--- config.mk ---
export PLATFORM = sky130hd
export DESIGN_NAME = qcl_pipe_credit_rx_flat
export DESIGN_NICKNAME = d
export VERILOG_FILES = /design/src/rtl/qcl_pipe_pkg.sv /design/src/rtl/qcl_pipe_credit_rx_if.sv /design/src/rtl/qcl_fifo_tracker.sv /design/src/rtl/qcl_pipe_credit_rx.sv /design/src/flat_wrapper.sv
export SDC_FILE = /design/constraint.sdc
export NUM_CORES = 1
export LEC_CHECK = 0
export ABC_AREA = 1
export CORE_AREA = 2 2 115 161
export CTS_CLUSTER_SIZE = 25
export DETAILED_ROUTE_END_ITERATION = 10
export DIE_AREA = 0 0 117 163
export PLACE_DENSITY_LB_ADDON = 0.05
export SYNTH_ARGS = -nofsm -noshare
export SYNTH_HDL_FRONTEND = slang
export SYNTH_SLANG_ARGS = --single-unit
--- constraint.sdc ---
create_clock -name clk_i -period 4.4 [get_ports clk_i]
set_input_delay 0.66 -clock clk_i [delete_from_list [all_inputs] [get_ports clk_i]]
set_output_delay 0.66 -clock clk_i [all_outputs]
set_load 0.01 [all_outputs]
--- src/rtl/qcl_pipe_pkg.sv ---
// Shared constants and helpers for the qcl_pipe credit link.
// Sizing helper gives the FIFO depth needed for full link throughput.
package qcl_pipe_pkg;

  localparam int unsigned credit_width_lp = 1;

  function automatic int unsigned req_els(
    input int unsigned fwd_stages,
    input int unsigned ret_stages
  );
    return fwd_stages + ret_stages + 2;
  endfunction

endpackage

--- src/rtl/qcl_pipe_credit_rx_if.sv ---
// Beat/credit bundle between the link tail, the rx FIFO and its consumer.
// slave is the rx endpoint side; master is the pipe/consumer side.
interface qcl_pipe_credit_rx_if #(
  parameter int unsigned width_p = 32,
  parameter int unsigned els_p   = 8
);
  import qcl_pipe_pkg::*;

  localparam int unsigned cnt_width_lp = $clog2(els_p + 1);

  logic                       v_i;
  logic [width_p-1:0]         data_i;
  logic                       v_o;
  logic [width_p-1:0]         data_o;
  logic                       yumi_i;
  logic [credit_width_lp-1:0] credit_o;
  logic [cnt_width_lp-1:0]    count_o;
  logic                       ovf_o;
  logic [15:0]                ovf_cnt_o;

  modport slave (
    input  v_i, data_i, yumi_i,
    output v_o, data_o, credit_o,
    output count_o, ovf_o, ovf_cnt_o
  );

  modport master (
    output v_i, data_i, yumi_i,
    input  v_o, data_o, credit_o,
    input  count_o, ovf_o, ovf_cnt_o
  );

endinterface

--- src/rtl/qcl_fifo_tracker.sv ---
// Pointer/occupancy tracker for the rx FIFO; works for any els_p >= 2.
// A full FIFO still accepts a beat when the head leaves in the same cycle.
module qcl_fifo_tracker #(
  parameter  int unsigned els_p        = 8,
  localparam int unsigned ptr_width_lp = $clog2(els_p),
  localparam int unsigned cnt_width_lp = $clog2(els_p + 1)
) (
  input  logic                    clk_i,
  input  logic                    reset_n_i,
  input  logic                    v_i,
  input  logic                    yumi_i,
  output logic                    enq_o,
  output logic                    deq_o,
  output logic [ptr_width_lp-1:0] wptr_o,
  output logic [ptr_width_lp-1:0] rptr_o,
  output logic [cnt_width_lp-1:0] count_o,
  output logic                    full_o,
  output logic                    empty_o
);

  localparam logic [ptr_width_lp-1:0] last_lp =
    ptr_width_lp'(els_p - 1);
  localparam logic [cnt_width_lp-1:0] els_lp =
    cnt_width_lp'(els_p);

  logic [ptr_width_lp-1:0] wptr_q, wptr_d;
  logic [ptr_width_lp-1:0] rptr_q, rptr_d;
  logic [cnt_width_lp-1:0] count_q, count_d;
  logic                    enq, deq;

  function automatic logic [ptr_width_lp-1:0] ptr_inc(
    input logic [ptr_width_lp-1:0] p
  );
    return (p == last_lp) ? '0 : p + 1'b1;
  endfunction

  assign full_o  = (count_q == els_lp);
  assign empty_o = (count_q == '0);
  assign deq     = yumi_i & ~empty_o;
  assign enq     = v_i & (~full_o | deq);

  always_comb begin
    wptr_d  = wptr_q;
    rptr_d  = rptr_q;
    count_d = count_q;
    if (enq) wptr_d = ptr_inc(wptr_q);
    if (deq) rptr_d = ptr_inc(rptr_q);
    if (enq && !deq) count_d = count_q + 1'b1;
    if (deq && !enq) count_d = count_q - 1'b1;
  end

  always_ff @(posedge clk_i or negedge reset_n_i) begin
    if (!reset_n_i) begin
      wptr_q  <= '0;
      rptr_q  <= '0;
      count_q <= '0;
    end else begin
      wptr_q  <= wptr_d;
      rptr_q  <= rptr_d;
      count_q <= count_d;
    end
  end

  assign enq_o   = enq;
  assign deq_o   = deq;
  assign wptr_o  = wptr_q;
  assign rptr_o  = rptr_q;
  assign count_o = count_q;

endmodule

--- src/rtl/qcl_pipe_credit_rx.sv ---
// Receive endpoint of a credit-flow qcl_pipe link: FIFO, credit return, overflow.
// Define QCL_PIPE_CREDIT_RX_OVF_CNT_EN to build the dropped-beat counter.
module qcl_pipe_credit_rx
  import qcl_pipe_pkg::*;
#(
  parameter  int unsigned width_p      = 32,
  parameter  int unsigned els_p        = 8,
  localparam int unsigned ptr_width_lp = $clog2(els_p),
  localparam int unsigned cnt_width_lp = $clog2(els_p + 1)
) (
  input  logic                 clk_i,
  input  logic                 reset_n_i,
  qcl_pipe_credit_rx_if.slave  link
);

  logic                    enq, deq, full, empty;
  logic [ptr_width_lp-1:0] wptr, rptr;
  logic [cnt_width_lp-1:0] count;
  logic                    ovf;
  logic                    credit_q, credit_d;
  logic                    ovf_q, ovf_d;
  logic [width_p-1:0]      mem_q [els_p];

  qcl_fifo_tracker #(
    .els_p (els_p)
  ) u_trk (
    .clk_i     (clk_i),
    .reset_n_i (reset_n_i),
    .v_i       (link.v_i),
    .yumi_i    (link.yumi_i),
    .enq_o     (enq),
    .deq_o     (deq),
    .wptr_o    (wptr),
    .rptr_o    (rptr),
    .count_o   (count),
    .full_o    (full),
    .empty_o   (empty)
  );

  // Storage carries no reset; validity lives entirely in the tracker.
  always_ff @(posedge clk_i) begin
    if (enq) mem_q[wptr] <= link.data_i;
  end

  assign ovf      = link.v_i & full & ~deq;
  assign credit_d = deq;
  assign ovf_d    = ovf_q | ovf;

  always_ff @(posedge clk_i or negedge reset_n_i) begin
    if (!reset_n_i) begin
      credit_q <= 1'b0;
      ovf_q    <= 1'b0;
    end else begin
      credit_q <= credit_d;
      ovf_q    <= ovf_d;
    end
  end

`ifdef QCL_PIPE_CREDIT_RX_OVF_CNT_EN
  logic [15:0] ovf_cnt_q, ovf_cnt_d;

  always_comb begin
    ovf_cnt_d = ovf_cnt_q;
    if (ovf && ovf_cnt_q != 16'hFFFF) ovf_cnt_d = ovf_cnt_q + 16'd1;
  end

  always_ff @(posedge clk_i or negedge reset_n_i) begin
    if (!reset_n_i) ovf_cnt_q <= '0;
    else            ovf_cnt_q <= ovf_cnt_d;
  end

  assign link.ovf_cnt_o = ovf_cnt_q;
`else
  assign link.ovf_cnt_o = '0;
`endif

  assign link.v_o      = ~empty;
  assign link.data_o   = mem_q[rptr];
  assign link.credit_o = credit_width_lp'(credit_q);
  assign link.count_o  = count;
  assign link.ovf_o    = ovf_q;

endmodule
--- src/flat_wrapper.sv ---
// flat-port wrapper written by rule: the top's interface ports become plain ports
module qcl_pipe_credit_rx_flat import qcl_pipe_pkg::*;
#(
  parameter  int unsigned width_p      = 32,
  parameter  int unsigned els_p        = 8,
  localparam int unsigned ptr_width_lp = $clog2(els_p),
  localparam int unsigned cnt_width_lp = $clog2(els_p + 1)
)
  (clk_i, reset_n_i, link_v_i, link_data_i, link_yumi_i, link_v_o, link_data_o, link_credit_o, link_count_o, link_ovf_o, link_ovf_cnt_o);
  qcl_pipe_credit_rx_if #(.width_p(width_p), .els_p(els_p)) link_i ();
  input  logic clk_i;
  input  logic reset_n_i;
  input wire logic [$bits(link_i.v_i)-1:0] link_v_i;
  input wire logic [$bits(link_i.data_i)-1:0] link_data_i;
  input wire logic [$bits(link_i.yumi_i)-1:0] link_yumi_i;
  output wire logic [$bits(link_i.v_o)-1:0] link_v_o;
  output wire logic [$bits(link_i.data_o)-1:0] link_data_o;
  output wire logic [$bits(link_i.credit_o)-1:0] link_credit_o;
  output wire logic [$bits(link_i.count_o)-1:0] link_count_o;
  output wire logic [$bits(link_i.ovf_o)-1:0] link_ovf_o;
  output wire logic [$bits(link_i.ovf_cnt_o)-1:0] link_ovf_cnt_o;
  assign link_i.v_i = link_v_i;
  assign link_i.data_i = link_data_i;
  assign link_i.yumi_i = link_yumi_i;
  assign link_v_o = link_i.v_o;
  assign link_data_o = link_i.data_o;
  assign link_credit_o = link_i.credit_o;
  assign link_count_o = link_i.count_o;
  assign link_ovf_o = link_i.ovf_o;
  assign link_ovf_cnt_o = link_i.ovf_cnt_o;
  qcl_pipe_credit_rx #(.width_p(width_p), .els_p(els_p)) u_core (.clk_i(clk_i), .reset_n_i(reset_n_i), .link(link_i));
endmodule
======== Word level (Yosys, flattened, before mapping) ========
Memory sizes are Yosys's and may differ from the RTL's.
Index checks and enable logic that the tools add are counted.
operators by class
  $add $sub $neg .......................... 4
  $mul .................................... 0
  div/mod/pow operators ................... 0
  $lt $le $gt $ge ......................... 0
  equal/unequal tests ..................... 3
  shift-type cells ........................ 0
  mux-type cells .......................... 6
  bitwise operators ....................... 9
  reductions and logical operators ........ 6
operators with widths
  kind                   number
  $mux W4                2
  $add A3 B1 Y3 const B  2
  $eq A3 B3 Y1 const B   2
  $mux W3                2
  $add A4 B1 Y4 const B  1
  $and A1 B1 Y1          4
  $eq A4 B4 Y1 const B   1
  $logic_not A4 Y1       1
  $sub A4 B1 Y4 const B  1
  $not A1 Y1             3
  $logic_and A1 B1 Y1    2
  $logic_not A1 Y1       2
  $mux W1                2
  $or A1 B1 Y1           2
  $reduce_bool A2 Y1     1
word-level totals
  bits in registers ....................... 12
  bits in latches ......................... 0
  memory bits (writable) .................. 256
  memory bits (read-only) ................. 0
  input bits .............................. 36
  memories kept ........................... 1
memory list
  name          words  width  read ports  clocked after memory_dff  wr ports  RTL line                  RTL
  u_core.mem_q  8      32     1           0                         1         qcl_pipe_credit_rx.sv:22  logic [width_p-1:0] mem_q [els_p];

======== Longest topological paths before layout ========
  word-level depth ........................ 8
  gate-level depth with buffers ........... 14
  mapped depth without buffers ............ 14

======== Cells and area by module ========
Synthesis repeated with hierarchy kept, for this count alone.
unflattened totals
  cell total of the unflattened synthesis .. 1218
  area total of the unflattened synthesis .. 12042.8 um2
modules (own cells, without submodules)
  module              instances  cells each  area each (um2)  sequential area each (um2)
  qcl_pipe_credit_rx  1          1146        11421.0          7737.4
  qcl_fifo_tracker    1          72          621.8            250.2

======== Worst setup path before layout ========
No wires, ideal clock.
  path kind ............................... input port to flip-flop
  start point ............................. in link_yumi_i
  end point ............................... mem u_core.mem_q[0][0], enable pin
  arrival ................................. 2533 ps
  required time ........................... 3979 ps
  slack ................................... 1446 ps
  cell stages on the path ................. 5
  path through ............................ inv_1 nand4_1 nand2_1 or2_2 nor2_1
between the ends
  cells in the longest elaborated chain, start to end .. 5
RTL lines
  item                           RTL line                  RTL
  start, declared                flat_wrapper.sv:15        input wire logic [$bits(link_i.yumi_i)-1:0] link_yumi_i;
  $and A1 B1 Y1                  qcl_fifo_tracker.sv:39    assign deq = yumi_i & ~empty_o;
  $or A1 B1 Y1                   qcl_fifo_tracker.sv:40    assign enq = v_i & (~full_o | deq);
  $and A1 B1 Y1                  qcl_fifo_tracker.sv:40
  $mux W1                        qcl_pipe_credit_rx.sv:42  if (enq) mem_q[wptr] <= link.data_i;
  $mux W1 (implied by the code)  qcl_pipe_credit_rx.sv:42
  end, declared                  qcl_pipe_credit_rx.sv:22
No other way between the ends.

======== Worst setup path in the final report ========
  start point ............................. reg u_core.u_trk.rptr_q[0], in the netlist u_core.u_trk.rptr_o[0]
  end point ............................... out link_data_o[12]
between the ends
  cells in the longest elaborated chain, start to end .. 1
RTL lines
  item                    RTL line                RTL
  start, declared         qcl_fifo_tracker.sv:27  logic [ptr_width_lp-1:0] rptr_q, rptr_d;
  start signal, assigned  qcl_fifo_tracker.sv:59  rptr_q <= rptr_d;
  $mem_v2 Z8 W32          -
  end, declared           flat_wrapper.sv:17      output wire logic [$bits(link_i.data_o)-1:0] link_data_o;
No other way between the ends.

==> impl_metrics.csv <==
group,metric,value,unit
final_layout,layout.nets,873,
die,die_h,163,um
clock_network,clock_latency,0.51,ns
synth,syn_area_per_cell,14.1,um2
placed_design,place.gp.congestion,0.719,
detailed_routing,drt_iter0_markers,630,
detailed_routing,dr.pass1.iters,7,
clock_network,cts_resized,0,
die,die-width,117,um
setup_path,cpPeakStageDelay,0.73,ns
detailed_routing,route.detailed.drc,0,
synth,ys_top_cells_by_area,"edfxtp_1 (72%), mux2i_1 (6.0%), nand2_1 (4.3%), o22ai_1 (3.7%), o21ai_0 (3.2%)",
run_status,status,"complete, no violations",
clock_network,numCtsBuffers,24,
sta,fin_skew,0.0139,ns
synth,yosysTopAreaCell,"edfxtp_1",
final_layout,final_util,69.8,%
placed_design,port_buffers,74,
setup_path,path_cells,"buf_4 -> o21ai_0 -> o22ai_1 -> nand2_1 -> nand2_1 -> clkdlybuf4s50_1",
setup_path,rrSetupSlack,2.05,ns
grt,grt_max_degree,82,
grt,met1_usage,30.8,%
clock_network,clk_pin_slew,0.07,ns
setup_path,cp.depth,6,
detailed_routing,viasPerCell,5.70,
grt,use_met3,3.05,%
grt,grt_antenna_before_repair,0,
final_layout,drive_gt1_share,7.29,%
grt,grt_use_met2,41.1,%
synth,synthCells,760,
setup_path,crit_buf_inv,2,
sta,rsz0062_at_grt,"no",
synth,synth_area,10700,um2
setup_path,slowest_stage,"dfrtp_4",
setup_path,required,3.74,ns
final_layout,antenna_cells,0,
grt,grtUsageTotal,23.5,%
placed_design,hpwl,11900,um
setup_path,r2r-start,"u_core.u_trk.count_o[2]$_DFFE_PN0P_",
setup_path,crit_path_frequent_cell,"nand2_1",
clock_network,cts_tree,"yes",
clock_network,cts_buffer_depth,3,
placed_design,dpl_cell_area,11700,um2
grt,grt.busiest_layer,"met2",
synth,synth_most_common_cell,"edfxtp_1",
sta,maxSlewViolCount,0,
synth,synth_top_area_share,71.8,%
synth,synth_cell_type_count,29,
sta,min_period_over_period,84.7,%
clock_network,clkSinkCount,268,
synth,synth_common_cells,"edfxtp_1 (256), nand2_1 (123), nor2_1 (74), o21ai_0 (68)",
clock_network,ctsRootBufferMaster,"clkbuf_16",
setup_path,crit_fanout,54,
setup_path,r2r.worst_path.cells,7,
detailed_routing,wire_per_inst,20.2,um
setup_path,end_kind,"output pin",
sta,max_slew_margin,43.6,%
synth,yosys_warnings,0,
power_and_ir_drop,irDropWorstVdd,468,uV
setup_path,arrival,3.07,ns
final_layout,area_growth,15.8,%
synth,synthArstFlopShare,4.48,%
sta,setup_violations,0,
flow_run,cap_violations,0,
clock_network,h-tree-depth,1,
die,io_pins,91,
die,num_rows,58,
final_layout,final_cell_area,12400,um2
synth,ys.flop_type,"edfxtp_1",
die,coreArea,17800,um2
setup_path,crit_type,"flip-flop to output pin",
detailed_routing,postRouteAntennaNets,0,
power_and_ir_drop,p_per_area,664,nW/um2
detailed_routing,num_vias,6211,
sta,max_freq,0.268,GHz
sta,worst_slew_pin_slew,0.845,ns
setup_path,regToRegEndpoint,"u_core.mem_q[5][0]$_DFFE_PP_",
grt,grt_pass1_vias,6334,
setup_path,crit_path_start_kind,"flip-flop",
grt,grt_pass1_wl,33700,um
power_and_ir_drop,p_leak,4.38,nW
sta,setup_tns,0,ns
sta,hold_violations,0,
synth,seq_area_frac_synth,74.6,%
detailed_routing,wl,22000,um
synth,ys_seq_elements,268,
die,dieArea,19100,um2
grt,overflow,0,
setup_path,cpLargestDelayFamily,"buffers and inverters",
clock_network,cts_hold_buf,0,
die,initial_core_util,60.2,%
clock_network,cts_setup_buffers,0,
synth,synth-edff-count,256,
worst_hold_path,hp-class,"primary input to asynchronous set/reset pin",
sta,min_period,3.73,ns
==> per-stage QoR <==
| stage | hold slack (ns) | power (mW) | std cells | setup slack (ns) |
|---|---|---|---|---|
| after floorplan | 0.364 | 5.18 | 775 | 1.45 |
| after global placement | 0.484 | 6.24 | 1046 | 1.29 |
| after detailed placement | 0.485 | 6.34 | 1046 | 1.21 |
| after CTS | 0.508 | 8.30 | 1090 | 0.661 |
| after global routing | 0.529 | 8.68 | 1090 | 0.494 |
| final | 0.507 | 8.23 | 1090 | 0.674 |
==> cell families (layout without fill, tap and decap cells) <==
group           count (synthesis)  after routing  share of synthesized area, %
compound gates                137            137                          7.22
xor+xnor                        1              1                        0.0818
fa+ha+maj                       5              5                         0.584
buf+inv                        73            148                          3.90
flops                         268            268                          74.6
mux                            64             64                          5.98
other cells                     1             16                        0.0350
simple gates                  211            211                          7.62
==> worst reg2reg max path, stage by stage (launching register included) <==
cell and delay, ns:
dfrtp_1 0.42, inv_1 0.10, nand4_1 0.12, nand2_1 0.10, inv_1 0.14, nand2_1 0.27, nor2_4 0.58, buf_4 0.33
==> final cells by class <==
cell class                 count  area [um2]
multi-input combinational    434        2420
inverter                      15        56.3
timing repair buffer          89         891
fill                        1202        5380
clock inverter                13        91.3
clock buffer                  31         648
sequential                   268        8000
tap                          240         300
==> report_power, final <==
group / internal [mW] / switching, mW / total, mW
combinational: 1.17 / 1.65 / 2.83
sequential: 3.20 / 0.236 / 3.44
clock: 1.10 / 0.864 / 1.97
total: 5.48 / 2.75 / 8.23
==> state kept, by name, summed over array words and instances, names as in the netlist <==
| name | cells |
|---|---|
| u_core.link.credit_o | 1 |
| u_core.u_trk.count_o | 4 |
| u_core.mem_q | 256 |
| u_core.u_trk.wptr_o | 3 |
| u_core.u_trk.rptr_o | 3 |
| u_core.link.ovf_o | 1 |
==> metal layers <==
metal  routed length, um  vias up  part of all wire [%]
li1                    -     2918                     -
met5                   0        -                     0
met1                9150     3086                    42
met3                1020       29                   4.6
met4                 437        0                   2.0
met2               11400      178                    52
==> cell usage in the layout (no fill, tap or decap) <==
master	netlist	routed
clkinv_2	0	5
buf_4	23	12
nand2_2	1	1
clkbuf_16	0	25
dfrtp_4	0	2
o21bai_1	1	1
clkinv_1	0	5
xor2_1	1	1
inv_1	14	14
inv_2	1	1
nor2_1	74	66
mux2i_1	64	64
edfxtp_1	256	256
nand2_1	123	123
nor2_2	1	1
clkbuf_1	17	6
bufinv_16	0	1
o22ai_1	64	64
o21ai_0	68	68
dfrtp_1	12	10
nand3_1	9	9
buf_12	1	3
conb_1	1	16
or2_2	1	1
o21a_1	1	1
nor2_4	0	8
ha_1	5	5
o211ai_1	1	1
o21ai_1	2	2
clkdlybuf4s50_1	0	74
nand4_1	2	2
clkinv_4	0	2
==> how the worst max path moves through the flow <==
| stage | start | end | slack, ns |
|---|---|---|---|
| after floorplan | link_yumi_i | u_core.mem_q[0][0]$_DFFE_PP_ | 1.45 |
| after global placement | u_core.u_trk.rptr_o[0]$_DFFE_PN0N_ | link_data_o[25] | 1.29 |
| after detailed placement | u_core.u_trk.rptr_o[0]$_DFFE_PN0N_ | link_data_o[12] | 1.21 |
| after CTS | u_core.u_trk.rptr_o[0]$_DFFE_PN0N_ | link_data_o[3] | 0.66 |
| after global routing | u_core.u_trk.rptr_o[0]$_DFFE_PN0N_ | link_data_o[12] | 0.49 |
| final | u_core.u_trk.rptr_o[0]$_DFFE_PN0N_ | link_data_o[12] | 0.67 |
No activity file was read; power rests on OpenSTA's default activity.
